File: src/rtl/forward_stall_ctrl.sv
// Hazard unit for a 5-stage pipeline: load-use stall, branch flush, operand forwarding.
// Pipeline enables and clears are combinational; forward selects and counters are registered.
module forward_stall_ctrl (
   input  logic        clk,
   input  logic        rst,
   input  logic        R1_EX,
   input  logic        R1_MEM,
   input  logic        R2_EX,
   input  logic        R2_MEM,
   input  logic        EX_MemRead,
   input  logic        Branch_Taken,
   input  logic        Hold,
   output logic        PC_En,
   output logic        IFID_En,
   output logic        IDEX_En,
   output logic        IFID_Clr,
   output logic        IDEX_Clr,
   output logic [1:0]  R1_Fwd,
   output logic [1:0]  R2_Fwd,
   output logic [15:0] StallCnt,
   output logic [15:0] FlushCnt,
   output logic        state_dbg
);

   typedef enum logic {
      RUN  = 1'b0,
      LUSE = 1'b1
   } state_t;

   state_t      state, state_nxt;
   logic [1:0]  r1_fwd_nxt, r2_fwd_nxt;
   logic        stall_inc, flush_inc;
   logic        load_use;

   // EX-stage producer wins over MEM-stage producer: it is the younger write.
   function automatic logic [1:0] fwd_sel(input logic in_ex, input logic in_mem);
      if (in_ex)       fwd_sel = 2'b01;
      else if (in_mem) fwd_sel = 2'b10;
      else             fwd_sel = 2'b00;
   endfunction

   assign load_use  = EX_MemRead & (R1_EX | R2_EX);
   assign state_dbg = state;

   always_comb begin
      PC_En      = 1'b1;
      IFID_En    = 1'b1;
      IDEX_En    = 1'b1;
      IFID_Clr   = 1'b0;
      IDEX_Clr   = 1'b0;
      state_nxt  = RUN;
      r1_fwd_nxt = fwd_sel(R1_EX, R1_MEM);
      r2_fwd_nxt = fwd_sel(R2_EX, R2_MEM);
      stall_inc  = 1'b0;
      flush_inc  = 1'b0;

      if (rst) begin
         PC_En    = 1'b0;
         IFID_En  = 1'b0;
         IDEX_En  = 1'b0;
         IFID_Clr = 1'b1;
         IDEX_Clr = 1'b1;
      end else if (Hold) begin
         PC_En      = 1'b0;
         IFID_En    = 1'b0;
         IDEX_En    = 1'b0;
         state_nxt  = state;
         r1_fwd_nxt = R1_Fwd;
         r2_fwd_nxt = R2_Fwd;
      end else if (Branch_Taken) begin
         IFID_Clr   = 1'b1;
         IDEX_Clr   = 1'b1;
         r1_fwd_nxt = 2'b00;
         r2_fwd_nxt = 2'b00;
         flush_inc  = 1'b1;
      end else if (load_use && state == RUN) begin
         // Freeze PC and IF/ID, inject one bubble into ID/EX.
         PC_En      = 1'b0;
         IFID_En    = 1'b0;
         IDEX_Clr   = 1'b1;
         state_nxt  = LUSE;
         r1_fwd_nxt = 2'b00;
         r2_fwd_nxt = 2'b00;
         stall_inc  = 1'b1;
      end
   end

   always_ff @(posedge clk) begin
      if (rst) begin
         state    <= RUN;
         R1_Fwd   <= 2'b00;
         R2_Fwd   <= 2'b00;
         StallCnt <= 16'h0000;
         FlushCnt <= 16'h0000;
      end else begin
         state  <= state_nxt;
         R1_Fwd <= r1_fwd_nxt;
         R2_Fwd <= r2_fwd_nxt;
         if (stall_inc && StallCnt != 16'hFFFF) StallCnt <= StallCnt + 16'd1;
         if (flush_inc && FlushCnt != 16'hFFFF) FlushCnt <= FlushCnt + 16'd1;
      end
   end

endmodule

File: config.mk
export PLATFORM = sky130hd
export DESIGN_NAME = forward_stall_ctrl
export DESIGN_NICKNAME = d
export VERILOG_FILES = /design/src/rtl/forward_stall_ctrl.sv
export SDC_FILE = /design/constraint.sdc
export NUM_CORES = 1
export LEC_CHECK = 0
export ABC_CLOCK_PERIOD_IN_PS = 2300
export BUFFER_PORTS_ARGS = -buffer_cell sky130_fd_sc_hd__buf_4
export CAP_MARGIN = 30
export CORE_AREA = 2 2 64 66
export DETAILED_ROUTE_END_ITERATION = 10
export DIE_AREA = 0 0 66 68
export PLACE_DENSITY = 0.85
export SYNTH_ARGS = -nofsm -noshare
export SYNTH_HDL_FRONTEND = slang
export SYNTH_SLANG_ARGS = --single-unit
export TNS_END_PERCENT = 100
File: constraint.sdc
create_clock -name clk -period 2.3 [get_ports clk]
set_input_delay 0.345 -clock clk [delete_from_list [all_inputs] [get_ports clk]]
set_output_delay 0.345 -clock clk [all_outputs]
set_load 0.01 [all_outputs]
==> results.cfg, run 1 <==
[drt]
drtIter0Drc = 115
ant_nets = 0
drc_errors = 0
via_per_inst = 5.85
drtPass1Iterations = 4
routedWlPerCell_um = 14.2
wl_um = 4740
vias = 1947

[synth]
synth_ff_type = dfxtp_1
synth_cells = 231
ys_ff_latch = 37
synthTopCellsByCount = 37 x dfxtp_1, 21 x a21oi_1, 20 x nor2_1
seq_area_frac_synth_pct = 38.4
synth_most_common_cell = dfxtp_1
synthArstFlopShare_pct = 0
avgSynthCellArea_um2 = 8.35
synth-edff-count = 0
yosysTopAreaCell = dfxtp_1
netlist-cell-type-count = 41
syn-cell-area_mm2 = 0.00193
synth_warnings = 0
synth_fp_nets = 242
synth.area.top_cells = dfxtp_1 38%, a21oi_1 5.5%, or4_1 4.3%
yosysTopAreaCellShare_pct = 38.4

[hold_path]
hp-class = in -> reg
hp-start = rst
whs_path_depth = 2
min_to = state_dbg

[layout]
syn_to_final_growth_pct = 27.1
utilization_pct = 63.5
n_antenna_cell = 0
drive_gt1_share_pct = 27.6
fin_nets = 293

[placement]
hpwlAfterDp_um = 3340
routabilityCongestion = 0.779
io_buffers = 50

[clock_network]
ctsResizeCount = 0
cts_tree = done
cts.hold.buffers_added = 0
clockBufferDepth = 2
cts.sinks = 37
cts-root-buf = clkbuf_8
post-cts-setup-buffers = 0
clk_pin_slew_worst_paths_ps = 70
numCtsBuffers = 5
htree_levels = 2
insertion_delay_ps = 290

[sta]
grt_setup_unrepaired = false
tightestPinTransition_ps = 474
setup_tns_ps = 0
slew_headroom_pct = 68.1
post-route-period-util_pct = 87.5
hold_violations = 0
finClkSkew_ps = 5.79
period_needed_ps = 2010
drv_slew = 0
max_freq_mhz = 497
setup-violations-final = 0

[global_routing]
grt_pass1_vias = 1827
antenna_found_initial = 0
grt_pass1_wl_um = 8110
grt_overflow = 0
grt_max_degree = 33
grt_use_total_pct = 23.4

[floorplan]
coreArea_mm2 = 0.00386
start_util_pct = 50.0
rows = 23
dieArea_mm2 = 0.00449
die_x_um = 66
dieHeight_um = 68
design.portCount = 51

[power_and_ir_drop]
p_comb_share_pct = 6.9
p_leak_nw = 0.906
power_mw = 1.17
switchingPower_uw = 277
power_density_mw_per_mm2 = 476
pwr-share-clk_pct = 37.4
p_int_uw = 890
vdd_drop_max_v = 0.000388
p_sw_share_pct = 23.7
seqPwrFrac_pct = 55.7

[critical_path]
crit_path_end_kind = register
reg2reg_depth = 4
reg2reg_slack_ps = 290
cp_slowest_stage_delay_ps = 560
critPathKind = reg -> reg
startpoint_type = register
crit_path_max_fanout = 10
crit_chain = nand4_2 -> or3_1 -> nor4_1 -> mux2_2
cp.arrival_ps = 2190
r2r-end = FlushCnt[13]
r2r-start = FlushCnt[2]
critical-path-slowest-cell = or3_1
required_ps = 2480

[job]
maxCapViolCount = 0

[status]
status = completed
[flip-flops by register name (all words and copies together), names as in the netlist]
name	flops
R1_Fwd	2
state_dbg	1
R2_Fwd	2
FlushCnt	16
StallCnt	16
[per-layer routing]
metal	up-vias	share of wire (%)	wire, um	GRT usage (%)
met5	-	0	0	0
met4	0	1.2	59	8.42
met3	7	5.2	246	6.91
met2	51	47	2220	39.9
met1	905	47	2210	28.2
li1	984	-	-	-
[layout make-up]
cell class / count / area [um2]
clock buffer: 6 / 72.6
inverter: 8 / 30.0
sequential: 37 / 741
clock inverter: 2 / 10.0
timing repair buffer: 58 / 435
multi-input combinational: 172 / 1100
tap: 50 / 62.6
fill: 368 / 1410
[power groups by stage]
| stage | clock [mW] | sequential, mW | combinational (mW) |
|---|---|---|---|
| 2_1_floorplan | 0 | 0.665 | 0.0401 |
| 3_3_place_gp | 0 | 0.664 | 0.0787 |
| 3_5_place_dp | 0 | 0.664 | 0.0810 |
| 4_1_cts | 0.447 | 0.649 | 0.0812 |
| 5_1_grt | 0.475 | 0.650 | 0.0902 |
| 6_report | 0.436 | 0.650 | 0.0811 |
[critical path, delay by kind of cell (launching register included)]
kind / cells / cell delay [ps]
multiplexers: 1 / 370
flip-flops: 1 / 450
AND/OR/NAND/NOR: 3 / 1080
[cells by family (layout without fill, tap and decap cells)]
| group | Yosys count | in the layout | share of synthesized area [%] |
|---|---|---|---|
| AOI/OAI and AO/OA | 54 | 54 | 18.6 |
| muxes | 9 | 9 | 5.06 |
| adders and majority gates | 2 | 2 | 1.30 |
| DFF | 37 | 37 | 38.4 |
| buffers and inverters | 22 | 74 | 4.61 |
| and+or+nand+nor | 107 | 107 | 32.1 |
[per-stage QoR]
step / hold slack (ps) / instances / instance area (um2) / setup WS [ps]
after floorplan: 476 / 231 / 1930 / 406
after global placement: 449 / 325 / 2370 / 311
after detailed placement: 455 / 325 / 2370 / 281
after CTS: 286 / 333 / 2450 / 275
after global routing: 299 / 333 / 2450 / 136
final: 301 / 333 / 2450 / 287
[how the worst max path moves through the flow]
| stage | depth (start not counted) | to | slack (ps) | from |
|---|---|---|---|---|
| 4_1_cts | 4 | FlushCnt[13] | 270 | FlushCnt[2] |
| 3_5_place_dp | 5 | StallCnt[5] | 280 | Hold |
| 6_report | 4 | FlushCnt[13] | 290 | FlushCnt[2] |
| 3_3_place_gp | 5 | StallCnt[5] | 310 | Hold |
| 5_1_grt | 4 | FlushCnt[13] | 140 | FlushCnt[2] |
| 2_1_floorplan | 5 | FlushCnt[13] | 410 | FlushCnt[3] |
[cell usage in the layout, fill, tap and decap left out, drive strengths merged]
| cell type | n |
|---|---|
| buf | 58 |
| dfxtp | 37 |
| a21oi | 21 |
| nor2 | 20 |
| nand2 | 17 |
| or4 | 11 |
| nand3 | 10 |
| o31ai | 10 |
| nand4 | 10 |
| nor2b | 7 |
| o41ai | 7 |
| inv | 7 |
| or3 | 7 |
| mux2 | 6 |
| clkbuf | 6 |
| nor4 | 6 |
| o21ai | 5 |
| o311ai | 4 |
| nor3 | 3 |
| nand3b | 3 |
| and4 | 3 |
| mux2i | 3 |
| clkinv | 3 |
| or2 | 2 |
| or4b | 2 |
| and3 | 2 |
| a32oi | 2 |
| ha | 2 |
| nand2b | 1 |
| o21a | 1 |
| nand4bb | 1 |
| o21bai | 1 |
| a31oi | 1 |
| a311oi | 1 |
| nor3b | 1 |
| a41oi | 1 |
| and2 | 1 |
(Power assumes the default switching activity.)
==> run 2, diff against run 1 <==
CORE_AREA = 2 2 47 92   (was 2 2 64 66)
DIE_AREA = 0 0 49 94   (was 0 0 66 68)
PLACE_DENSITY = 0.82   (was 0.85)
==> results.cfg, run 2 (synthesis gave the netlist of run 1 again) <==
[status]
status = completed

[power_and_ir_drop]
p_sw_share_pct = 22.7
switchingPower_uw = 279
p_comb_share_pct = 6.7
power_density_mw_per_mm2 = 498
pwr-share-clk_pct = 40.5
vdd_drop_max_v = 0.000508
p_leak_nw = 0.914
seqPwrFrac_pct = 52.8
p_int_uw = 951
power_mw = 1.23

[placement]
hpwlAfterDp_um = 3650
io_buffers = 50
routabilityCongestion = 0.788
postPlaceCellArea_mm2 = 0.00237
dp_cells = 326

[clock_network]
htree_levels = 2
clockBufferDepth = 2
post-cts-setup-buffers = 0
cts.hold.buffers_added = 0
cts_tree = done
cts-root-buf = clkbuf_8
clk_pin_slew_worst_paths_ps = 70
insertion_delay_ps = 280
ctsResizeCount = 0
numCtsBuffers = 5
cts.sinks = 37

[drt]
via_per_inst = 5.88
drc_errors = 0
routedWlPerCell_um = 14.9
wl_um = 4990
vias = 1964
drtPass1Iterations = 4
drtIter0Drc = 18
ant_nets = 0

[sta]
hold_violations = 0
post-route-period-util_pct = 88.2
slew_headroom_pct = 62.7
period_needed_ps = 2030
setup_tns_ps = 0
max_freq_mhz = 493
drv_slew = 0
grt_setup_unrepaired = false
finClkSkew_ps = 4.40
setup-violations-final = 0
tightestPinTransition_ps = 555
timing.hold.ws_ps = 330

[layout]
register_area_um2 = 741
fin_area_mm2 = 0.00247
fill_cells = 353
multi_input_area_mm2 = 0.00110
reg.largest.list = FlushCnt x16, StallCnt x16
n_antenna_cell = 0
drive_gt1_share_pct = 27.9
layout_common_cells = 58 x buf_4, 37 x dfxtp_1, 21 x a21oi_1, 20 x nor2_1, 17 x nand2_1
mostFrequentLayoutCell = buf_4
fin_nets = 293
final_cells = 334
syn_to_final_growth_pct = 28.1

[critical_path]
cp.arrival_ps = 2210
startpoint_type = register
critical-path-slowest-cell = or3_1
cp_slowest_stage_delay_ps = 560
crit_path_max_fanout = 10
required_ps = 2480
critPathKind = reg -> reg
crit_chain = nand4_2 -> or3_1 -> nor4_1 -> mux2_2
crit_path_end_kind = register
path_delay_family = simple AND/OR/NAND/NOR gates
path_buf_inv = 0

[floorplan]
coreArea_mm2 = 0.00388
die_x_um = 49
start_util_pct = 49.6
design.portCount = 51
dieArea_mm2 = 0.00461
dieHeight_um = 94
rows = 32

[global_routing]
grt_use_total_pct = 22.3
grt_pass1_wl_um = 8090
antenna_found_initial = 0
grt_pass1_vias = 1833
grt_overflow = 0
grt_max_degree = 27

[job]
maxCapViolCount = 0

[hold_path]
hp-class = in -> reg
## run 2: changes by cell type in the layout (fill, tap and decap cells not counted)
| cell | previous run | this run |
|---|---|---|
| clkbuf_8 | 5 | 7 |
| clkbuf_1 | 1 | 0 |
| clkinv_2 | 2 | 1 |
## run 2: layout make-up
class                      count  area share [%]
inverter                       8            1.22
clock inverter                 1           0.203
sequential                    37            30.0
timing repair buffer          58            17.6
multi-input combinational    172            44.5
clock buffer                   7            3.90
tap                           51            2.58
## run 2: worst min-delay path, delay by kind of cell
kind,cells,cell delay [ps]
buffers and inverters,1,80
AND/OR/NAND/NOR,1,80
AO/OA/AOI/OAI,1,70
## run 2: worst paths after layout
check / from / endpoint / slack (ps) / depth (start not counted)
hold reg to reg: R2_Fwd[0] / R2_Fwd[0] / 480 / 2
setup reg to reg: FlushCnt[2] / FlushCnt[13] / 270 / 4
setup / recovery: FlushCnt[2] / FlushCnt[13] / 270 / 4
hold / removal: R1_MEM / R1_Fwd[1] / 330 / 3
## run 2: metrics by stage
stage                     util, %  worst slack [ps]
after floorplan                 -               406
after global placement       61.0               252
after detailed placement     61.0               209
after CTS                    63.6               269
after global routing         63.6               112
final                        63.6               271
## run 2: per-layer routing
layer | wire length (um) | track usage (%) | up-vias
met5 | 0 | 0 | -
met2 | 2860 | 45.5 | 37
met4 | 106 | 9.52 | 0
li1 | - | - | 985
met1 | 1880 | 20.9 | 932
met3 | 148 | 3.18 | 10
## run 2: power by group through the flow
stage                     registers [mW]  logic (mW)  clock network [mW]
after floorplan                    0.665      0.0401                   0
after global placement             0.664      0.0799                   0
after detailed placement           0.664      0.0816                   0
after CTS                          0.649      0.0822               0.512
after global routing               0.650      0.0889               0.536
final                              0.649      0.0821               0.498
